`src/rtl/isa_types.sv`:
```
// Shared ISA-level types for the hart: data width, store widths and RAM owner tags.
package isa_types;

    localparam int XLEN = 32;

    // Access width on the RAM write port; loads reuse it for the alignment check.
    typedef enum logic [1:0] {
        write_byte = 2'd0,
        write_half = 2'd1,
        write_word = 2'd2
    } write_width_t;

    // Which requester owns a RAM slot (or its pending response).
    typedef enum logic [1:0] {
        OWNER_NONE  = 2'd0,
        OWNER_FETCH = 2'd1,
        OWNER_LSU   = 2'd2
    } mem_owner_t;

    // True when an access of the given width cannot be served from one RAM word.
    function automatic logic is_misaligned(input write_width_t width, input logic [1:0] lo);
        case (width)
            write_byte: return 1'b0;
            write_half: return lo[0];
            default:    return lo != 2'b00;
        endcase
    endfunction

endpackage

```
`src/rtl/rr_arb2.sv`:
```
// Two-way round-robin arbiter between instruction fetch and the LSU.
module rr_arb2
    import isa_types::*;
(
    input  logic clock,
    input  logic reset_n,
    input  logic req_fetch,
    input  logic req_lsu,
    output logic gnt_fetch,
    output logic gnt_lsu
);

    mem_owner_t last_owner;

    // Pick the winner: a lone requester wins, a tie goes to whoever was not granted last.
    always_comb begin
        // NOTE: default every output first so no path leaves a value held (no latch).
        gnt_fetch = 1'b0;
        gnt_lsu   = 1'b0;
        if (req_fetch && req_lsu) begin
            if (last_owner == OWNER_FETCH) gnt_lsu   = 1'b1;
            else                           gnt_fetch = 1'b1;
        end else begin
            gnt_fetch = req_fetch;
            gnt_lsu   = req_lsu;
        end
    end

    // Remember the most recent winner; idle cycles leave it unchanged.
    always_ff @(posedge clock or negedge reset_n) begin
        // NOTE: non-blocking assignments so every register samples pre-edge values.
        if (!reset_n)       last_owner <= OWNER_FETCH;
        else if (gnt_fetch) last_owner <= OWNER_FETCH;
        else if (gnt_lsu)   last_owner <= OWNER_LSU;
    end

endmodule

```
`src/rtl/mem_arbiter.sv`:
```
// Arbiter and sequencer for the shared single-port data RAM: grants one access per
// cycle, rejects accesses the RAM cannot perform, and routes read data back.
module mem_arbiter
    import isa_types::*;
#(
    parameter int ADDR_BITS = 10
) (
    input  logic              clock,
    input  logic              reset_n,

    input  logic              fetch_req,
    input  logic [XLEN-1:0]   fetch_addr,
    output logic              fetch_gnt,
    output logic              fetch_done,
    output logic              fetch_err,
    output logic [XLEN-1:0]   fetch_rdata,

    input  logic              lsu_req,
    input  logic              lsu_wenable,
    input  write_width_t      lsu_wwidth,
    input  logic [XLEN-1:0]   lsu_addr,
    input  logic [XLEN-1:0]   lsu_wdata,
    output logic              lsu_gnt,
    output logic              lsu_done,
    output logic              lsu_err,
    output logic [XLEN-1:0]   lsu_rdata,

    output logic [XLEN-1:0]   mem_addr,
    output write_width_t      mem_wwidth,
    output logic              mem_wenable,
    output logic [XLEN-1:0]   mem_wdata,
    input  logic [XLEN-1:0]   mem_rdata
);

    mem_owner_t resp_owner;
    logic       resp_err;
    logic       win_err;

    rr_arb2 u_arb (
        .clock     (clock),
        .reset_n   (reset_n),
        .req_fetch (fetch_req),
        .req_lsu   (lsu_req),
        .gnt_fetch (fetch_gnt),
        .gnt_lsu   (lsu_gnt)
    );

    // Any address bit above the RAM's byte-address space is out of range.
    function automatic logic out_of_range(input logic [XLEN-1:0] addr);
        return (addr >> ADDR_BITS) != '0;
    endfunction

    // Steer the winner onto the RAM port; a rejected access keeps its slot but never writes.
    always_comb begin
        mem_addr    = '0;
        mem_wwidth  = write_word;
        mem_wenable = 1'b0;
        mem_wdata   = '0;
        win_err     = 1'b0;
        if (fetch_gnt) begin
            mem_addr = fetch_addr;
            win_err  = is_misaligned(write_word, fetch_addr[1:0]) || out_of_range(fetch_addr);
        end else if (lsu_gnt) begin
            mem_addr    = lsu_addr;
            mem_wwidth  = lsu_wwidth;
            mem_wdata   = lsu_wdata;
            win_err     = is_misaligned(lsu_wwidth, lsu_addr[1:0]) || out_of_range(lsu_addr);
            // Writes are suppressed while reset is held so the RAM cannot be corrupted.
            mem_wenable = lsu_wenable && !win_err && reset_n;
        end
    end

    // Track who owns the read data coming back from the RAM next cycle.
    always_ff @(posedge clock or negedge reset_n) begin
        if (!reset_n) begin
            resp_owner <= OWNER_NONE;
            resp_err   <= 1'b0;
        end else begin
            resp_owner <= fetch_gnt ? OWNER_FETCH : (lsu_gnt ? OWNER_LSU : OWNER_NONE);
            resp_err   <= win_err;
        end
    end

    assign fetch_done  = (resp_owner == OWNER_FETCH);
    assign fetch_err   = fetch_done && resp_err;
    assign fetch_rdata = (fetch_done && !resp_err) ? mem_rdata : '0;

    assign lsu_done    = (resp_owner == OWNER_LSU);
    assign lsu_err     = lsu_done && resp_err;
    assign lsu_rdata   = (lsu_done && !resp_err) ? mem_rdata : '0;

endmodule

```
`config.mk`:
```
export PLATFORM = sky130hd
export DESIGN_NAME = mem_arbiter
export DESIGN_NICKNAME = d
export VERILOG_FILES = /design/src/rtl/isa_types.sv /design/src/rtl/rr_arb2.sv /design/src/rtl/mem_arbiter.sv
export SDC_FILE = /design/constraint.sdc
export NUM_CORES = 1
export LEC_CHECK = 0
export CAP_MARGIN = 10
export CORE_AREA = 4 4 103 105
export DETAILED_ROUTE_END_ITERATION = 7
export DIE_AREA = 0 0 107 109
export PLACE_DENSITY = 0.67
export SLEW_MARGIN = 20
export SYNTH_ARGS = -nofsm -noshare
export SYNTH_HDL_FRONTEND = slang
export SYNTH_SLANG_ARGS = --single-unit
```
`constraint.sdc`:
```
create_clock -name clock -period 1.3 [get_ports clock]
set_input_delay 0.195 -clock clock [delete_from_list [all_inputs] [get_ports clock]]
set_output_delay 0.195 -clock clock [all_outputs]
set_load 0.005 [all_outputs]
```
Word-level counts from Yosys, hierarchy flattened
Cells that the tools add are included.
Widths: inputs -> output; s select.
{"block": "totals", "input_bits": 135, "output_inout_bits": 137, "wordCells": 48, "ff_bits": 5}
{"block": "op_classes", "n_reduce_logical": 17, "n_eq_ne": 4, "n_mux": 24}
{"cell": "$mux 32", "n": 6}
{"cell": "$reduce_bool 32->1", "n": 2}
{"cell": "$mux 2", "n": 6}
{"cell": "$mux 1", "n": 11}
{"cell": "$logic_and 1x1->1", "n": 7}
{"cell": "$eq 2x1->1 const B", "n": 3}
{"cell": "$reduce_bool 2->1", "n": 3}
{"cell": "$eq 2x2->1 const B", "n": 1}
{"cell": "$logic_not 1->1", "n": 2}
{"cell": "$logic_not 2->1", "n": 1}
{"cell": "$logic_or 1x1->1", "n": 2}
{"cell": "$pmux 1 s2", "n": 1}

Longest topological paths before layout
{"block": "logic_depth", "ltp_word": 11, "ltp_mapped": 6, "ltp_nobuf": 5}

Hierarchy
Synthesis repeated with hierarchy kept, for this count alone.
{"block": "unflattened", "cells_unflattened": 190, "hier_area_um2": 1373.8}
{"mod": "mem_arbiter", "n_inst": 1, "cells_per_inst": 181, "seq_area_each_um2": 75.1, "area_per_inst_um2": 1275.0}
{"mod": "rr_arb2", "n_inst": 1, "cells_per_inst": 9, "seq_area_each_um2": 51.3, "area_per_inst_um2": 98.8}

Worst setup path after synthesis
OpenSTA, ideal clock, no wires.
{"block": "synth_path", "path_type": "register to output", "startpoint": "register u_arb.last_owner[0]", "endpoint": "output mem_addr[1]", "arrival_ns": 1.101, "slack_ns": 0.004, "t_required_ns": 1.105, "path_buffers": 2, "path_stages_with_launch": 7, "cell_sequence": "dfstp_2 > nand3b_1 > nand2_2 > buf_6 > buf_6 > nand3_1 > nand2_1"}
{"block": "synth_via", "elab_chain_cells": 5, "elab_cells_between_ends": 7, "cone_classes": "eq/ne: 1; mux: 6"}
{"item": "start: declaration", "line": "rr_arb2.sv:13", "text": "mem_owner_t last_owner;"}
{"item": "start signal: assignment", "line": "rr_arb2.sv:32", "text": "if (!reset_n) last_owner <= OWNER_FETCH;"}
{"item": "start signal: assignment", "line": "rr_arb2.sv:33", "text": "else if (gnt_fetch) last_owner <= OWNER_FETCH;"}
{"item": "start signal: assignment", "line": "rr_arb2.sv:34", "text": "else if (gnt_lsu) last_owner <= OWNER_LSU;"}
{"item": "$eq 2x1->1 *", "line": "rr_arb2.sv:21", "text": "if (last_owner == OWNER_FETCH) gnt_lsu = 1'b1;"}
{"item": "$mux 1", "line": "rr_arb2.sv:21"}
{"item": "$mux 1", "line": "rr_arb2.sv:20", "text": "if (req_fetch && req_lsu) begin"}
{"item": "$mux 32", "line": "mem_arbiter.sv:63", "text": "end else if (lsu_gnt) begin"}
{"item": "$mux 32 *", "line": "mem_arbiter.sv:60", "text": "if (fetch_gnt) begin"}
{"item": "end: declaration", "line": "mem_arbiter.sv:28", "text": "output logic [XLEN-1:0] mem_addr,"}
Every way passes the cells marked *; elsewhere a longest branch is shown, timed or not.

Worst setup path after layout
{"block": "layout_path", "startpoint": "register u_arb.last_owner[0]", "endpoint": "output mem_addr[16]"}
The elaborated chain is that of the path after synthesis.

==> run_summary.xml <==
<?xml version="1.0" encoding="UTF-8"?>
<metrics>
  <group name="run_status">
    <metric name="run_status" unit="">finished, violations left</metric>
    <metric name="violations" unit="">negative setup slack</metric>
  </group>
  <group name="flow_run">
    <metric name="cap_viol_max_count" unit="">0</metric>
  </group>
  <group name="route">
    <metric name="vias" unit="">3181</metric>
    <metric name="vias_per_cell" unit="">4.480</metric>
    <metric name="route.final.wire_length" unit="mm">12.73</metric>
    <metric name="firstDrtPassIters" unit="">4</metric>
    <metric name="remaining_drc_errors" unit="">0</metric>
    <metric name="first_iter_violations" unit="">107</metric>
    <metric name="routed_wire_length_per_instance" unit="um">17.93</metric>
    <metric name="drt.antenna.violating_nets" unit="">0</metric>
  </group>
  <group name="yosys">
    <metric name="synth_seq_area_share" unit="">0.08382</metric>
    <metric name="postSynthCellCount" unit="">259</metric>
    <metric name="synth_enable_flop_cells" unit="">0</metric>
    <metric name="mappedNetlistNets" unit="">394</metric>
    <metric name="asyncSetResetFlopFracSynth" unit="">1.000</metric>
    <metric name="synth.ff_latch_count" unit="">5</metric>
    <metric name="yosysWarningCount" unit="">0</metric>
    <metric name="synth-main-ff-cell" unit="">dfrtp_1</metric>
    <metric name="syn_area_per_cell" unit="um^2">5.821</metric>
    <metric name="ys_types" unit="">24</metric>
    <metric name="syn-cell-area" unit="um^2">1508</metric>
  </group>
  <group name="sta">
    <metric name="timing.final.max_slew_violations" unit="">0</metric>
    <metric name="worst_slew_margin_rel" unit="">0.7710</metric>
    <metric name="timing.hold.ws" unit="ns">0.2779</metric>
    <metric name="max_freq" unit="GHz">0.5198</metric>
    <metric name="final_worst_path_period_share" unit="">1.480</metric>
    <metric name="hold_violations" unit="">0</metric>
    <metric name="final-setup-viol-count" unit="">136</metric>
    <metric name="layout_setup_ws" unit="ns">-0.6239</metric>
    <metric name="rsz0062_at_grt" unit="">true</metric>
    <metric name="tightestPinTransition" unit="ns">0.3404</metric>
    <metric name="timing.final.crit_period" unit="ns">1.924</metric>
    <metric name="setup_skew_after_layout" unit="ns">0.001528</metric>
    <metric name="fin_setup_tns" unit="ns">-59.60</metric>
  </group>
  <group name="place">
    <metric name="count_of_input_and_output_buffers" unit="">271</metric>
    <metric name="post-place-cells" unit="">661</metric>
    <metric name="detailed_place.area" unit="um^2">4466</metric>
    <metric name="post-place-ws" unit="ns">-1.047</metric>
    <metric name="gp_congestion" unit="">0.8437</metric>
    <metric name="place.detailed.hpwl" unit="mm">9.034</metric>
  </group>
  <group name="floorplan">
    <metric name="dieArea" unit="um^2">11660</metric>
    <metric name="boundaryPins" unit="">272</metric>
    <metric name="core" unit="um^2">9639</metric>
    <metric name="die_y" unit="um">109</metric>
    <metric name="initial_utilization" unit="">0.1564</metric>
    <metric name="placement_rows" unit="">36</metric>
    <metric name="fp.dieW" unit="um">107</metric>
  </group>
  <group name="critical_path">
    <metric name="worstSetupEndpointType" unit="">primary output</metric>
    <metric name="crit_path_max_incr_delay" unit="ns">0.53</metric>
    <metric name="critical_path.top_delay_family" unit="">buffers and inverters</metric>
    <metric name="path_max_fanout" unit="">6</metric>
    <metric name="critical_path.slowest_cell" unit="">dfstp_2</metric>
    <metric name="crit_buf_inv" unit="">6</metric>
    <metric name="worstPathCellList" unit="">nand3b_1, nand2_4, buf_8, buf_6, inv_12, buf_12, buf_6, nand2_2, nand2_1, buf_2</metric>
    <metric name="path_common_cell" unit="">buf_6</metric>
    <metric name="critical_path_arrival" unit="ns">1.73</metric>
    <metric name="worst_setup_path_start_kind" unit="">flop</metric>
    <metric name="worst-setup-path-type" unit="">reg2out</metric>
    <metric name="worst_ep_required_time" unit="ns">1.11</metric>
  </group>
  <group name="clock_tree">
    <metric name="tritoncts" unit="">built</metric>
    <metric name="numCtsBuffers" unit="">3</metric>
    <metric name="hold_buffers" unit="">0</metric>
    <metric name="path_clk_slew" unit="ns">0.04</metric>
    <metric name="clk-insertion-delay-late" unit="ns">0.22</metric>
    <metric name="htreeDepth" unit="">1</metric>
    <metric name="clock_path_buffers" unit="">2</metric>
    <metric name="clk_root_buffer_cell" unit="">clkbuf_8</metric>
    <metric name="clock_sinks" unit="">5</metric>
  </group>
  <group name="power">
    <metric name="p_leak" unit="nW">2.928</metric>
    <metric name="power.density_cell_area" unit="nW/um^2">438.6</metric>
    <metric name="power.total" unit="mW">2.467</metric>
    <metric name="irDropWorstVdd" unit="uV">184.9</metric>
  </group>
  <group name="final_layout">
    <metric name="final_nets" unit="">711</metric>
    <metric name="finalInstanceArea" unit="um^2">5625</metric>
    <metric name="layout.cells.most_common" unit="">clkdlybuf4s50_1</metric>
    <metric name="fillerInstances" unit="">859</metric>
    <metric name="area_delta_synth_final" unit="%">273.1</metric>
    <metric name="most-common-layout-cells" unit="">116 x clkdlybuf4s50_1, 101 x buf_6, 65 x and2_4</metric>
    <metric name="final_cell_count_no_fill" unit="">710</metric>
    <metric name="ratio_of_cells_with_drive_above_1_in_the_final_layout" unit="">0.5826</metric>
    <metric name="layout.core_utilization" unit="">0.5836</metric>
  </group>
  <group name="grt">
    <metric name="via_count_of_the_first_global_routing_pass" unit="">3345</metric>
    <metric name="global_route_wire_length_before_repair" unit="mm">17.57</metric>
    <metric name="antenna_found_initial" unit="">2</metric>
    <metric name="aggregate_global_route_resource_usage" unit="">0.1919</metric>
    <metric name="grt_max_degree" unit="">49</metric>
    <metric name="grt.overflow.total" unit="">0</metric>
  </group>
  <group name="min_path">
    <metric name="holdCritPathClass" unit="">in2async</metric>
  </group>
</metrics>
report_power, final:
part	internal [mW]	total, mW	leakage [nW]	switching [mW]
sequential	0.178	0.190	0.0582	0.0121
combinational	1.27	1.99	2.85	0.723
clock	0.210	0.283	0.0228	0.0732
cells by family after synthesis:
family,after synthesis,synth area share
compound gates,7,0.02656
buf+inv,27,0.1087
flops,5,0.08382
simple gates,220,0.7809
per-layer routing:
layer  global-route usage  up-vias  wire, um
li1                     -     1510         -
met1               0.1909     1468      4560
met2               0.3867      185      7036
met3              0.04381       18       895
met4              0.06667        0       237
met5                    0        -         0
synthesized netlist by cell type, types with 2 or more instances:
cell type / n / area [um^2]
inv_1: 3 / 11.26
nand3_1: 33 / 165.2
buf_6: 6 / 67.56
dfrtp_1: 4 / 100.1
nand2_1: 66 / 247.7
clkbuf_1: 3 / 11.26
and2b_1: 3 / 22.52
and3_1: 33 / 206.5
nor4_1: 11 / 68.82
nand4_1: 2 / 12.51
buf_2: 8 / 40.04
clkbuf_2: 6 / 30.03
o21ai_0: 5 / 25.02
and2_1: 66 / 412.9
flip-flops by register name (all words and copies together) (netlist names):
register          cells
resp_err              1
resp_owner            2
u_arb.last_owner      2
final timing paths:
kind,from,endpoint,slack [ns],depth (start not counted)
hold reg to reg,u_arb.last_owner[0],u_arb.last_owner[0],0.50,2
setup reg to reg,u_arb.last_owner[0],resp_err,-0.12,8
hold / removal,reset_n,u_arb.last_owner[1],0.28,2
setup / recovery,u_arb.last_owner[0],mem_addr[16],-0.62,10
min in group clock,lsu_req,u_arb.last_owner[0],0.46,3
max in group asynchronous,reset_n,u_arb.last_owner[0],0.83,2
area by class of cell:
type                            count  area, um^2  share of cell area
Tap cell                          133       166.4             0.02958
Sequential cell                     5       126.4             0.02246
Inverter                            4       27.53            0.004893
Timing Repair Buffer              335        3566              0.6339
Multi-Input combinational cell    227        1689              0.3003
Clock buffer                        4       45.04            0.008007
Antenna cell                        2       5.005           0.0008897
timing repair:
item                       CTS  global route
setup buffers               32             8
cloned                      14             3
resized for setup          604           217
setup endpoints to repair  138           139
hold endpoints to repair     0             0
pin swaps                   62            55
(Power assumes the default switching activity.)
